`src/rtl/ftm_buffer_writer.sv`:
```
// Feature-map buffer fill stage: scatters a channel-chunked pixel stream
// into N_BUF_X column-interleaved banks in the layout the reader expects.
module ftm_buffer_writer #(
  parameter int N_BUF_X    = 5,
  parameter int B_BUF_ADDR = 9,
  parameter int B_SHAPE    = 32,
  parameter int B_COORD    = 10,
  parameter int DATA_WIDTH = 64
) (
  input  logic                          clk,
  input  logic                          rstn,
  input  logic [B_SHAPE-1:0]            ftm_shape,
  input  logic                          start,
  input  logic [DATA_WIDTH-1:0]         s_axis_tdata,
  input  logic                          s_axis_tvalid,
  output logic                          s_axis_tready,
  output logic [B_BUF_ADDR*N_BUF_X-1:0] wraddr,
  output logic [DATA_WIDTH-1:0]         wrdata,
  output logic [N_BUF_X-1:0]            wren,
  output logic                          busy,
  output logic                          done
);

  localparam int B_RX = (N_BUF_X > 1) ? $clog2(N_BUF_X) : 1;
  localparam logic [B_COORD-1:0] ONE_C = 1;

  typedef enum logic [1:0] {
    IDLE,
    LOAD,
    DONE
  } state_t;

  state_t state, state_nxt;

  logic [5:0]            n_wrap, cw;
  logic [B_COORD-1:0]    h, w, x, qx, y;
  logic [B_RX-1:0]       rx;
  logic                  beat;
  logic                  last_cw, last_x, last_y;
  logic                  shape_zero;
  logic [B_BUF_ADDR-1:0] row_base, addr;
  logic [N_BUF_X-1:0]    wren_nxt;
  logic [B_BUF_ADDR*N_BUF_X-1:0] wraddr_nxt;
  logic                  unused_shape;

  assign unused_shape  = ^ftm_shape[25:20];

  assign s_axis_tready = (state == LOAD);
  assign busy          = (state == LOAD);
  assign done          = (state == DONE);
  assign beat          = s_axis_tvalid & s_axis_tready;

  assign last_cw = (cw == n_wrap - 6'd1);
  assign last_x  = (x == w - ONE_C);
  assign last_y  = (y == h - ONE_C);

  assign shape_zero = (ftm_shape[31:26] == '0) ||
                      (ftm_shape[19:10] == '0) ||
                      (ftm_shape[9:0] == '0);

  // Arithmetic kept at bank-address width: wraps mod 2^B_BUF_ADDR exactly.
  assign row_base = B_BUF_ADDR'(y) +
                    B_BUF_ADDR'(h) * B_BUF_ADDR'(qx);
  assign addr     = B_BUF_ADDR'(n_wrap) * row_base +
                    B_BUF_ADDR'(cw);

  always_ff @(posedge clk) begin
    if (!rstn) state <= IDLE;
    else       state <= state_nxt;
  end

  always_comb begin
    state_nxt = state;
    unique case (state)
      IDLE: begin
        if (start) state_nxt = shape_zero ? DONE : LOAD;
      end
      LOAD: begin
        if (beat && last_cw && last_x && last_y)
          state_nxt = DONE;
      end
      DONE:    state_nxt = IDLE;
      default: state_nxt = IDLE;
    endcase
  end

  always_ff @(posedge clk) begin
    if (!rstn) begin
      n_wrap <= '0;
      h      <= '0;
      w      <= '0;
      cw     <= '0;
      x      <= '0;
      rx     <= '0;
      qx     <= '0;
      y      <= '0;
    end else if (state == IDLE && start) begin
      n_wrap <= ftm_shape[31:26];
      h      <= ftm_shape[19:10];
      w      <= ftm_shape[9:0];
      cw     <= '0;
      x      <= '0;
      rx     <= '0;
      qx     <= '0;
      y      <= '0;
    end else if (beat) begin
      if (!last_cw) begin
        cw <= cw + 6'd1;
      end else begin
        cw <= '0;
        if (last_x) begin
          x  <= '0;
          rx <= '0;
          qx <= '0;
          y  <= y + ONE_C;
        end else begin
          x <= x + ONE_C;
          if (rx == B_RX'(N_BUF_X - 1)) begin
            rx <= '0;
            qx <= qx + ONE_C;
          end else begin
            rx <= rx + B_RX'(1);
          end
        end
      end
    end
  end

  always_comb begin
    wren_nxt   = '0;
    wraddr_nxt = '0;
    if (beat) begin
      for (int i = 0; i < N_BUF_X; i++) begin
        if (rx == B_RX'(i)) begin
          wren_nxt[i] = 1'b1;
          wraddr_nxt[i*B_BUF_ADDR +: B_BUF_ADDR] = addr;
        end
      end
    end
  end

  always_ff @(posedge clk) begin
    if (!rstn) begin
      wren   <= '0;
      wraddr <= '0;
      wrdata <= '0;
    end else begin
      wren   <= wren_nxt;
      wraddr <= wraddr_nxt;
      if (beat) wrdata <= s_axis_tdata;
    end
  end

endmodule

```
`config.mk`:
```
export PLATFORM = sky130hd
export DESIGN_NAME = ftm_buffer_writer
export DESIGN_NICKNAME = d
export VERILOG_FILES = /design/src/rtl/ftm_buffer_writer.sv
export SDC_FILE = /design/constraint.sdc
export NUM_CORES = 1
export LEC_CHECK = 0
export BUFFER_PORTS_ARGS = -buffer_cell sky130_fd_sc_hd__clkbuf_2
export CELL_PAD_IN_SITES_DETAIL_PLACEMENT = 0
export CELL_PAD_IN_SITES_GLOBAL_PLACEMENT = 2
export CORE_AREA = 2 2 177 179
export CTS_BUF_LIST = sky130_fd_sc_hd__clkbuf_8
export DETAILED_ROUTE_END_ITERATION = 6
export DIE_AREA = 0 0 179 181
export PLACE_DENSITY = 0.89
export RECOVER_POWER = 25
export SLEW_MARGIN = 20
export SYNTH_ARGS = -nofsm -noshare
export SYNTH_HDL_FRONTEND = slang
export SYNTH_SLANG_ARGS = --single-unit
```
`constraint.sdc`:
```
create_clock -name clk -period 8.6 [get_ports clk]
set_input_delay 1.29 -clock clk [delete_from_list [all_inputs] [get_ports clk]]
set_output_delay 1.29 -clock clk [all_outputs]
set_load 0.01 [all_outputs]
```
# Word-level counts from Yosys, hierarchy flattened
# Cells that the tools add are included.
[totals]
reg_bits = 181
inputBits = 100
output_inout_bits = 117
word_cells = 79
[classes]
n_addsub = 10
mul = 2
n_eq_ne = 11
muxes = 15
bitwise_logic = 2
n_reduce_logical = 23
[op_table]
columns = ["op", "count"]
rows = [
  ["$add A10 B1 Y10 const B", 3],
  ["$mux W10", 3],
  ["$reduce_and A3 Y1", 7],
  ["$eq A10 B10 Y1", 2],
  ["$logic_not A10 Y1", 2],
  ["$sub A10 B1 Y10 const B", 2],
  ["$add A9 B6 Y9", 1],
  ["$add A9 B9 Y9", 1],
  ["$mul A6 B9 Y9", 1],
  ["$mul A9 B9 Y9", 1],
  ["$add A6 B1 Y6 const B", 1],
  ["$eq A3 B2 Y1 const B", 2],
  ["$eq A6 B6 Y1", 1],
  ["$logic_not A6 Y1", 1],
  ["$mux W2", 3],
  ["$mux W3", 2],
  ["$mux W6", 1],
  ["$reduce_and A2 Y1", 3],
  ["$sub A6 B1 Y6 const B", 1],
  ["$mux W1", 5],
  ["$logic_and A1 B1 Y1", 4],
  ["$pmux W2 S2", 1],
  ["$add A3 B1 Y3 const B", 1],
  ["$eq A3 B1 Y1 const B", 1],
  ["other kinds (12)", 13],
]

# Depth between registers and ports, before layout
# Gate-level depths: netlist of run 1.
[logic_depth]
ltp_word = 7
depth_mapped = 30
ltp_nobuf = 29

# Least setup slack after synthesis of run 1
# No wires, ideal clock.
[synth_path]
path_kind = "reg2reg"
startpoint = "reg h[2]"
endpoint = "reg wraddr[35]"
setup_ps = 67
arrival_time_ps = 7222
required_ps = 8533
setup_slack_ps = 1311
stages_incl_launch_ff = 29
cell_sequence = "dfxtp_1 clkbuf_1 nand2_1 fa_1 inv_1 ha_1 ha_1 inv_1 fa_1 inv_1 fa_1 ha_1 nor2_1 a21oi_1 xor2_1 nand2_1 fa_1 fa_1 inv_1 fa_1 inv_1 fa_1 inv_1 ha_1 o21a_1 o41ai_1 xnor2_1 xnor3_1 nor2_1"
[synth_via]
elab_chain_len = 4
[synth_lines]
columns = ["item", "line", "source"]
rows = [
  ["start, declared", "36", "logic [B_COORD-1:0] h, w, x, qx, y;"],
  ["start signal, assigned", "99", "h <= ftm_shape[19:10];"],
  ["$mul A9 B9 Y9", "63", "B_BUF_ADDR'(h) * B_BUF_ADDR'(qx);"],
  ["$add A9 B9 Y9", "62", "assign row_base = B_BUF_ADDR'(y) +"],
  ["$mul A6 B9 Y9", "64", "assign addr = B_BUF_ADDR'(n_wrap) * row_base +"],
  ["$add A9 B6 Y9", "64", ""],
  ["end signal, assigned", "149", "wraddr <= wraddr_nxt;"],
  ["end, declared", "17", "output logic [B_BUF_ADDR*N_BUF_X-1:0] wraddr,"],
]
# Every way passes these cells.
# A chain may end at the register's enable or synchronous reset.

# Worst setup path in the final report of run 1
[layout_path]
startpoint = "reg qx[1]"
endpoint = "reg wraddr[44]"
[layout_via]
elab_chain_len = 4
[layout_lines]
columns = ["item", "line", "source"]
rows = [
  ["start, declared", "36", ""],
  ["start signal, assigned", "120", "qx <= qx + ONE_C;"],
  ["$mul A9 B9 Y9", "63", ""],
  ["$add A9 B9 Y9", "62", ""],
  ["$mul A6 B9 Y9", "64", ""],
  ["$add A9 B6 Y9", "64", ""],
]
# Every way passes these cells.

==> results_tabular.tex, run 1 <==
\begin{tabular}{lr}
\hline
Metric & Value \\
\hline
\multicolumn{2}{l}{\textbf{Timing}} \\
Worst hold margin & between 400 and 500 ps \\
Setup TNS & 0 ps \\
Setup Skew & $\sim$25 ps \\
Final number of hold-violating endpoints & 0 \\
Number of endpoints failing setup at the final stage & 0 \\
Number of max-slew violations in the final report & 73 \\
Maximum frequency from static timing analysis & around 0.13 GHz \\
Worst slew margin relative to its limit & -113\% \\
Setup repair after global routing missed its margin & false \\
Final critical-path required period & $\sim$7900 ps \\
Fraction of the cycle the final worst path needs & 91.3\% \\
Measured slew at the worst slew-check pin & 3190 ps \\
Final Worst Setup Slack & 747 ps \\
\multicolumn{2}{l}{\textbf{Yosys}} \\
Most common cell in the synthesized netlist & sky130\_fd\_sc\_hd\_\_nand2\_1 \\
Number of synthesized register bits & 180 \\
Share of async-settable or async-resettable flops after synthesis & 0\% \\
Count of flip-flops with a built-in enable after synthesis & 0 \\
Synth area leader & sky130\_fd\_sc\_hd\_\_dfxtp\_1 \\
Warning count from the yosys run & 0 \\
Average cell area after synthesis & between 8 and 9 um\^{}2 \\
Number of unique standard cell types used by synthesis & 57 \\
Syn\_nets & between 1000 and 1500 \\
Portion of synthesized cell area occupied by the leading cell type & a little over a third \\
Syn Std Cell Area & 9880 um\^{}2 \\
Synthesized instance count & between 1000 and 1500 \\
Ys flop type & sky130\_fd\_sc\_hd\_\_dfxtp\_1 \\
Commonest cells in the netlist & 263 x sky130\_fd\_sc\_hd\_\_nand2\_1, 180 x sky130\_fd\_sc\_hd\_\_dfxtp\_1, 90 x sky130\_fd\_sc\_hd\_\_a21boi\_0 \\
Portion of the post-synthesis area used by sequential elements & between 30\% and 40\% \\
Synth top area cells & sky130\_fd\_sc\_hd\_\_dfxtp\_1 36\%, sky130\_fd\_sc\_hd\_\_nand2\_1 10\%, sky130\_fd\_sc\_hd\_\_fa\_1 8.5\% \\
\multicolumn{2}{l}{\textbf{Floorplan}} \\
Die outline height & 181 um \\
Full die area & approximately 32000 um\^{}2 \\
Starting Density & between 30\% and 40\% \\
Chip width & about 180 um \\
Std-Cell Rows & 64 \\
IO Count & 217 \\
Placeable core region & 30300 um\^{}2 \\
\multicolumn{2}{l}{\textbf{Detailed routing}} \\
Detail-routed via count per cell & between 4 and 5 \\
Post-route antenna net violation count & 0 \\
Total wire length after detailed routing & between 20000 and 30000 um \\
Via count & 8041 \\
Remaining routing DRC violations & 0 \\
Number of violations reported at the end of detailed-routing iteration 0 & between 200 and 300 \\
Routed length per instance & 14.5 um \\
Detailed Routing Iterations Pass 1 & 4 \\
\multicolumn{2}{l}{\textbf{Place}} \\
IO buf count & 210 \\
Placement-stage worst setup slack & 686 ps \\
Number of instances in the placed design & roughly 1700 \\
Global placer's final weighted congestion & $\sim$0.8 \\
Dpl hpwl & $\sim$19000 um \\
\multicolumn{2}{l}{\textbf{CTS}} \\
Number of hold buffers added after cts & 0 \\
CTS resizes & 0 \\
Number of clock buffers inserted by TritonCTS & 17 \\
Clock-pin slew on the worst setup and hold paths & between 100 and 150 ps \\
Buffer cell driving the clock tree root & sky130\_fd\_sc\_hd\_\_clkbuf\_8 \\
CTS Buffer Depth & 2 \\
Number of H-tree levels & 4 \\
CTS tree & done \\
Clock latency on the worst-skew pair & $\sim$460 ps \\
Number of buffers inserted by post-CTS setup repair & 0 \\
\# clock sinks & 180 \\
\multicolumn{2}{l}{\textbf{Finish}} \\
Filler cell count & about 3100 \\
Area growth syn-to-layout & 18.2\% \\
Number of antenna repair diodes & 0 \\
Final non-filler cell total & around 1700 \\
Count of nets after finishing & 1526 \\
Share of cells above drive strength 1 & between 15 and 20\% \\
\multicolumn{2}{l}{\textbf{Global routing}} \\
Number of antenna violations at the first check in global routing & 0 \\
Largest net degree at the start of global routing & roughly 100 \\
Vias in the first global route & 8196 \\
Global-route wire length before repair & between 40000 and 50000 um \\
Overall fraction of global-route tracks in use & between 10\% and 20\% \\
Global route total overflow & 0 \\
\multicolumn{2}{l}{\textbf{Critical path}} \\
Worst endpoint required time & roughly 9000 ps \\
Cell occurring most often along the worst timing path & sky130\_fd\_sc\_hd\_\_fa\_1 \\
Buffers and inverters on the worst path & 6 \\
Classification of the worst setup path & register to register \\
Kind of start point of the critical path & register \\
Number of cells on the worst reg-to-reg path & 27 \\
Worst-path maximum fanout & 12 \\
Data arrival time of the worst path & 8230 ps \\
Delay contributed by the slowest stage of the critical path & about 600 ps \\
Gate family responsible for the most delay along the worst path & adder cells \\
Logic depth of the worst path, buffers included & 27 \\
Element type at the critical path end & register \\
Crit-path slowest cell & sky130\_fd\_sc\_hd\_\_dfxtp\_1 \\
\multicolumn{2}{l}{\textbf{Power}} \\
Total design power & between 1500 and 2000 uW \\
Worst vdd ir & about 0.089 mV \\
Static leakage power & 0.00504 uW \\
Ratio of total power to cell area & 143 nW/um\^{}2 \\
\multicolumn{2}{l}{\textbf{Run}} \\
Count of maximum capacitance violations & 1 \\
\multicolumn{2}{l}{\textbf{Outcome}} \\
Failing checks & capacitance limit, slew limit \\
Outcome & finished, violations left \\
\multicolumn{2}{l}{\textbf{Min path}} \\
Min-delay worst type & register to register \\
Worst hold path cell count & 2 \\
\hline
\end{tabular}
## report_power, final
| group | switching [uW] | internal, uW |
|---|---|---|
| Clock | 351 | 253 |
| Combinational | 104 | 77.5 |
| Sequential | 25.8 | 857 |
| Total | 481 | 1190 |
## state kept, by name (all words and copies together), names as in the netlist, 3 cells and up
signal and cells:
rx 3, h 10, n_wrap 6, qx 9, wren 5, w 10
cw 6, wrdata 64, x 10, wraddr 45, y 10
## kinds of logic (layout without fill, tap and decap cells)
group                      after synthesis  after routing  share of synthesized area [%]
adders and majority gates               96             96                           15.4
xor gates and xnor gates                95             95                           9.12
muxes                                    2              2                          0.203
buffers and inverters                  138            329                           5.31
AOI/OAI and AO/OA                      158            158                           11.8
and+or+nand+nor                        483            483                           21.8
DFF                                    180            180                           36.5
## routing by layer
metal,routed length (um),global-route usage [%]
met1,10900,19.0
met2,12100,27.2
met3,1610,5.05
met4,449,4.39
met5,0,0
## cell type report
type | instances | area, um^2 | share of cell area (%)
multi-input cells | 834 | 5760 | 49.3
well taps | 396 | 495 | 4.24
repair buffers | 220 | 1120 | 9.56
inverters | 77 | 289 | 2.48
clock buffers | 18 | 248 | 2.12
clock inverters | 14 | 164 | 1.40
flip-flops and latches | 180 | 3600 | 30.9
## layout by cell type, fill, tap and decap left out, drive strengths merged, types with 2 or more instances in the layout
master / count
nand2: 263
clkbuf: 229
dfxtp: 180
a21boi: 90
inv: 84
nor2: 83
xnor2: 64
ha: 54
fa: 42
and2: 40
xor2: 26
nand3: 19
a21oi: 18
and3: 15
nor3: 14
nand4: 11
o21ai: 10
nor4: 10
buf: 9
nor2b: 7
nand2b: 6
a211oi: 5
xnor3: 5
a2111oi: 5
clkinv: 5
o21bai: 4
a31oi: 4
a21o: 3
o31ai: 3
and4: 3
o21a: 2
mux2i: 2
nand4b: 2
a311oi: 2
or4: 2
nand3b: 2
or3: 2
## path summary, 6_finish.rpt
path	startpoint	end	slack, ps
worst min register to register	wrdata[47]	wrdata[47]	470
worst max-delay path	qx[1]	wraddr[44]	750
worst min-delay path	wrdata[47]	wrdata[47]	470
worst max register to register	qx[1]	wraddr[44]	750
## worst register-to-register path: stages (launching register included)
cell and delay, ps:
sky130_fd_sc_hd__dfxtp_1 600, sky130_fd_sc_hd__nand2_1 160, sky130_fd_sc_hd__fa_1 550, sky130_fd_sc_hd__inv_1 50, sky130_fd_sc_hd__ha_1 280, sky130_fd_sc_hd__ha_1 280
sky130_fd_sc_hd__inv_1 50, sky130_fd_sc_hd__fa_1 530, sky130_fd_sc_hd__inv_1 50, sky130_fd_sc_hd__fa_1 450, sky130_fd_sc_hd__ha_1 310, sky130_fd_sc_hd__nor2_1 50
sky130_fd_sc_hd__a21oi_1 190, sky130_fd_sc_hd__xor2_1 310, sky130_fd_sc_hd__nand2_1 130, sky130_fd_sc_hd__fa_1 490, sky130_fd_sc_hd__fa_1 490, sky130_fd_sc_hd__inv_1 50
sky130_fd_sc_hd__fa_1 530, sky130_fd_sc_hd__inv_1 50, sky130_fd_sc_hd__fa_1 490, sky130_fd_sc_hd__inv_1 40, sky130_fd_sc_hd__ha_1 290, sky130_fd_sc_hd__o21a_1 130
sky130_fd_sc_hd__o41ai_1 380, sky130_fd_sc_hd__xnor2_1 180, sky130_fd_sc_hd__xnor3_1 530, sky130_fd_sc_hd__nor2_1 120
## stage by stage
step	cell area [um^2]	util, %
after global placement	11300	37.1
after CTS	11700	38.5
after global routing	11700	38.5
after detailed placement	11300	37.1
after floorplan	9880	-
final	11700	38.5
Note: power is estimated with default switching activity, not from simulation.
==> run 2: changes to the inputs <==
--- a/config.mk
+++ b/config.mk
@@ -5,14 +5,15 @@
 export SDC_FILE = /design/constraint.sdc
 export NUM_CORES = 1
 export LEC_CHECK = 0
+export ABC_AREA = 1
 export BUFFER_PORTS_ARGS = -buffer_cell sky130_fd_sc_hd__clkbuf_2
 export CELL_PAD_IN_SITES_DETAIL_PLACEMENT = 0
 export CELL_PAD_IN_SITES_GLOBAL_PLACEMENT = 2
-export CORE_AREA = 2 2 177 179
+export CORE_AREA = 2 2 179 181
 export CTS_BUF_LIST = sky130_fd_sc_hd__clkbuf_8
 export DETAILED_ROUTE_END_ITERATION = 6
-export DIE_AREA = 0 0 179 181
-export PLACE_DENSITY = 0.89
+export DIE_AREA = 0 0 181 183
+export PLACE_DENSITY = 0.9
 export RECOVER_POWER = 25
 export SLEW_MARGIN = 20
 export SYNTH_ARGS = -nofsm -noshare
==> results_tabular.tex, run 2 <==
\begin{tabular}{lr}
\hline
Metric & Value \\
\hline
\multicolumn{2}{l}{\textbf{Power}} \\
Clock share of power & 35.1\% (was 36.2\%) \\
Worst vdd ir & 0.147 mV (was 0.0894 mV) \\
Net switching power of the design & 532 uW (was 481 uW) \\
Power share of the combinational group & 12.9\% (was 10.9\%) \\
Int Pwr & 1200 uW (was 1190 uW) \\
Relative contribution of sequential cells to total power & 51.9\% (was 52.9\%) \\
Static leakage power & 0.00561 uW (was 0.00504 uW) \\
Switching power share of the total & 30.7\% (was 28.8\%) \\
Ratio of total power to cell area & 149 nW/um\^{}2 (was 143 nW/um\^{}2) \\
\multicolumn{2}{l}{\textbf{CTS}} \\
Number of H-tree levels & 4 (unchanged) \\
Clock-pin slew on the worst setup and hold paths & 110 ps (about the same) \\
Number of clock buffers inserted by TritonCTS & 17 (unchanged) \\
CTS Buffer Depth & 2 (unchanged) \\
\# clock sinks & 180 (unchanged) \\
Buffer cell driving the clock tree root & sky130\_fd\_sc\_hd\_\_clkbuf\_8 (unchanged) \\
CTS resizes & 0 (unchanged) \\
CTS tree & done (unchanged) \\
Clock latency on the worst-skew pair & 480 ps (was 460 ps) \\
Number of hold buffers added after cts & 0 (unchanged) \\
Number of buffers inserted by post-CTS setup repair & 0 (unchanged) \\
\multicolumn{2}{l}{\textbf{Floorplan}} \\
Placeable core region & 31200 um\^{}2 (was 30300 um\^{}2) \\
Std-Cell Rows & 65 (was 64) \\
IO Count & 217 (unchanged) \\
Full die area & 33100 um\^{}2 (was 32400 um\^{}2) \\
Die outline height & 183 um (was 181 um) \\
Starting Density & 31.7\% (was 32.5\%) \\
Chip width & 181 um (was 179 um) \\
\multicolumn{2}{l}{\textbf{Detailed routing}} \\
Total wire length after detailed routing & 25800 um (was 25100 um) \\
Highest metal layer with signal wires & met4 (unchanged) \\
Post-route antenna net violation count & 0 (unchanged) \\
WL met3 & 1370 um (was 1610 um) \\
Detailed Routing Iterations Pass 1 & 4 (unchanged) \\
Via count & 8621 (was 8041) \\
Remaining routing DRC violations & 0 (unchanged) \\
Detail-routed via count per cell & 4.52 (was 4.62) \\
Routed wire length on met2 & 12700 um (was 12100 um) \\
Number of violations reported at the end of detailed-routing iteration 0 & 450 (was 284) \\
Routed length per instance & 13.5 um (was 14.5 um) \\
Routed met1 length & 11400 um (was 10900 um) \\
\multicolumn{2}{l}{\textbf{Yosys}} \\
Share of async-settable or async-resettable flops after synthesis & 0\% (unchanged) \\
Average cell area after synthesis & 7.58 um\^{}2 (was 8.57 um\^{}2) \\
Count of flip-flops with a built-in enable after synthesis & 0 (unchanged) \\
Synth top area cells & sky130\_fd\_sc\_hd\_\_dfxtp\_1 36\%, sky130\_fd\_sc\_hd\_\_nor2\_1 8.9\%, sky130\_fd\_sc\_hd\_\_fa\_1 8.5\% (was sky130\_fd\_sc\_hd\_\_dfxtp\_1 36\%, sky130\_fd\_sc\_hd\_\_nand2\_1 10\%, sky130\_fd\_sc\_hd\_\_fa\_1 8.5\%) \\
Synth area leader & sky130\_fd\_sc\_hd\_\_dfxtp\_1 (unchanged) \\
Ys flop type & sky130\_fd\_sc\_hd\_\_dfxtp\_1 (unchanged) \\
Syn Std Cell Area & 9910 um\^{}2 (was 9880 um\^{}2) \\
Number of synthesized register bits & 180 (unchanged) \\
Commonest cells in the netlist & 234 x sky130\_fd\_sc\_hd\_\_nor2\_1, 205 x sky130\_fd\_sc\_hd\_\_nand2\_1, 180 x sky130\_fd\_sc\_hd\_\_dfxtp\_1, 180 x sky130\_fd\_sc\_hd\_\_inv\_1, 101 x sky130\_fd\_sc\_hd\_\_o21ai\_0 (was 263 x sky130\_fd\_sc\_hd\_\_nand2\_1, 180 x sky130\_fd\_sc\_hd\_\_dfxtp\_1, 90 x sky130\_fd\_sc\_hd\_\_a21boi\_0) \\
Portion of the post-synthesis area used by sequential elements & 36.4\% (was 36.5\%) \\
Syn\_nets & 1503 (was 1348) \\
Warning count from the yosys run & 0 (unchanged) \\
Portion of synthesized cell area occupied by the leading cell type & 36.4\% (was 36.5\%) \\
Synthesized instance count & 1307 (was 1152) \\
Most common cell in the synthesized netlist & sky130\_fd\_sc\_hd\_\_nor2\_1 (was sky130\_fd\_sc\_hd\_\_nand2\_1) \\
Number of unique standard cell types used by synthesis & 44 (was 57) \\
\multicolumn{2}{l}{\textbf{Finish}} \\
Seq. cell area & 3600 um\^{}2 (unchanged) \\
Commonest non-fill, non-tap cells in the layout & 233 x sky130\_fd\_sc\_hd\_\_nor2\_1, 205 x sky130\_fd\_sc\_hd\_\_nand2\_1, 180 x sky130\_fd\_sc\_hd\_\_inv\_1, 180 x sky130\_fd\_sc\_hd\_\_dfxtp\_1, 162 x sky130\_fd\_sc\_hd\_\_clkbuf\_2 (was 262 x sky130\_fd\_sc\_hd\_\_nand2\_1, 205 x sky130\_fd\_sc\_hd\_\_clkbuf\_2, 180 x sky130\_fd\_sc\_hd\_\_dfxtp\_1) \\
Number of antenna repair diodes & 0 (unchanged) \\
Finished layout cell area & 11600 um\^{}2 (was 11700 um\^{}2) \\
Area growth syn-to-layout & 17.4\% (was 18.2\%) \\
Filler cell count & 3380 (was 3129) \\
Largest regs & wrdata: 64 flops, wraddr: 45 flops (unchanged) \\
Count of nets after finishing & 1690 (was 1526) \\
Combined area of the multi-input logic cells & 5380 um\^{}2 (was 5760 um\^{}2) \\
Reg with most FFs & wrdata (unchanged) \\
Final non-filler cell total & 1909 (was 1739) \\
Most common library cell in the layout ignoring fill and taps & sky130\_fd\_sc\_hd\_\_nor2\_1 (was sky130\_fd\_sc\_hd\_\_nand2\_1) \\
Share of cells above drive strength 1 & 15.2\% (was 19.2\%) \\
Flip-flop count of the largest register, all copies and words added & 64 (unchanged) \\
\multicolumn{2}{l}{\textbf{Place}} \\
Placement-stage worst setup slack & 936 ps (was 686 ps) \\
IO buf count & 210 (unchanged) \\
Number of instances in the placed design & 1877 (was 1707) \\
Dpl cell area & 11300 um\^{}2 (about the same) \\
Global placer's final weighted congestion & 0.802 (was 0.799) \\
Dpl hpwl & 19500 um (was 18800 um) \\
\multicolumn{2}{l}{\textbf{Timing}} \\
Maximum frequency from static timing analysis & 0.132 GHz (was 0.127 GHz) \\
Worst hold margin & 493 ps (was 468 ps) \\
Setup repair after global routing missed its margin & false (unchanged) \\
Final critical-path required period & 7600 ps (was 7850 ps) \\
Number of endpoints failing setup at the final stage & 0 (unchanged) \\
Final Worst Setup Slack & 1000 ps (was 747 ps) \\
Number of max-slew violations in the final report & 92 (was 73) \\
Final number of hold-violating endpoints & 0 (unchanged) \\
Measured slew at the worst slew-check pin & 3390 ps (was 3190 ps) \\
Setup Skew & 15.9 ps (was 25.0 ps) \\
Setup TNS & 0 ps (unchanged) \\
Worst slew margin relative to its limit & -126\% (was -113\%) \\
Fraction of the cycle the final worst path needs & 88.3\% (was 91.3\%) \\
\multicolumn{2}{l}{\textbf{Min path}} \\
Worst hold path cell count & 2 (unchanged) \\
Min-delay worst type & register to register (unchanged) \\
\multicolumn{2}{l}{\textbf{Global routing}} \\
Global-route wire length before repair & 42600 um (was 41300 um) \\
Overall fraction of global-route tracks in use & 16.0\% (was 15.9\%) \\
Largest net degree at the start of global routing & 92 (was 99) \\
Vias in the first global route & 8643 (was 8196) \\
Number of antenna violations at the first check in global routing & 0 (unchanged) \\
Global route total overflow & 0 (unchanged) \\
\multicolumn{2}{l}{\textbf{Critical path}} \\
Classification of the worst setup path & register to register (unchanged) \\
Worst-path maximum fanout & 14 (was 12) \\
Delay contributed by the slowest stage of the critical path & 680 ps (was 600 ps) \\
Worst endpoint required time & 8950 ps (was 8980 ps) \\
Kind of start point of the critical path & register (unchanged) \\
Element type at the critical path end & register (unchanged) \\
Cell occurring most often along the worst timing path & sky130\_fd\_sc\_hd\_\_nand2\_1 (was sky130\_fd\_sc\_hd\_\_fa\_1) \\
Data arrival time of the worst path & 7950 ps (was 8230 ps) \\
Crit-path slowest cell & sky130\_fd\_sc\_hd\_\_dfxtp\_1 (unchanged) \\
Number of cells on the worst reg-to-reg path & 34 (was 27) \\
\multicolumn{2}{l}{\textbf{Outcome}} \\
Outcome & finished, violations left (unchanged) \\
Failing checks & capacitance limit, slew limit (unchanged) \\
\multicolumn{2}{l}{\textbf{Run}} \\
Count of maximum capacitance violations & 1 (unchanged) \\
\hline
\end{tabular}
## run 2: critical path: cells and delay by family, from the launching register on
| kind | cells | cell delay, ps |
|---|---|---|
| AOI/OAI and AO/OA | 1 | 110 |
| and+or+nand+nor | 14 | 1510 |
| buffers and inverters | 7 | 350 |
| DFF | 1 | 680 |
| adders and majority gates | 11 | 4650 |
| xor gates and xnor gates | 1 | 170 |
## run 2: path summary, 6_finish.rpt
| kind | start | to | slack [ps] |
|---|---|---|---|
| setup / recovery | qx[0] | wraddr[44] | 1000 |
| hold / removal | rx[2] | rx[2] | 490 |
| setup reg to reg | qx[0] | wraddr[44] | 1000 |
| hold reg to reg | rx[2] | rx[2] | 490 |
## run 2: kinds of logic (layout without fill, tap and decap cells)
family	Yosys count	in the layout	synth area share [%]
compound gates	174	174	9.11
xor+xnor	63	63	5.64
fa+ha+maj	96	96	15.3
buf+inv	237	437	9.46
flops	180	180	36.4
simple gates	557	557	24.1
## run 2: layout make-up
type	instances	share of cell area [%]
Multi-Input combinational cell	890	46.2
Clock buffer	17	2.01
Inverter	190	6.13
Timing Repair Buffer	215	8.81
Sequential cell	180	31.0
Clock inverter	15	1.54
Tap cell	402	4.32
## run 2: metrics by stage
stage / power [uW] / utilization, %
after floorplan: 1060 / -
after global placement: 1150 / 36.1
after detailed placement: 1150 / 36.1
after CTS: 1770 / 37.5
after global routing: 1840 / 37.3
final: 1730 / 37.3
## run 2: power groups by stage
| stage | Clock [uW] | Sequential, uW | Combinational, uW |
|---|---|---|---|
| 2_1_floorplan | 0 | 917 | 144 |
| 3_3_place_gp | 0 | 919 | 226 |
| 3_5_place_dp | 0 | 920 | 227 |
| 4_1_cts | 639 | 902 | 228 |
| 5_1_grt | 672 | 907 | 256 |
| 6_report | 609 | 901 | 225 |
## run 2: layer usage
layer / vias up / GRT usage, %
met1: 3973 / 19.0
met4: 0 / 4.42
met3: 16 / 4.67
li1: 4460 / -
met2: 172 / 28.3
met5: - / 0
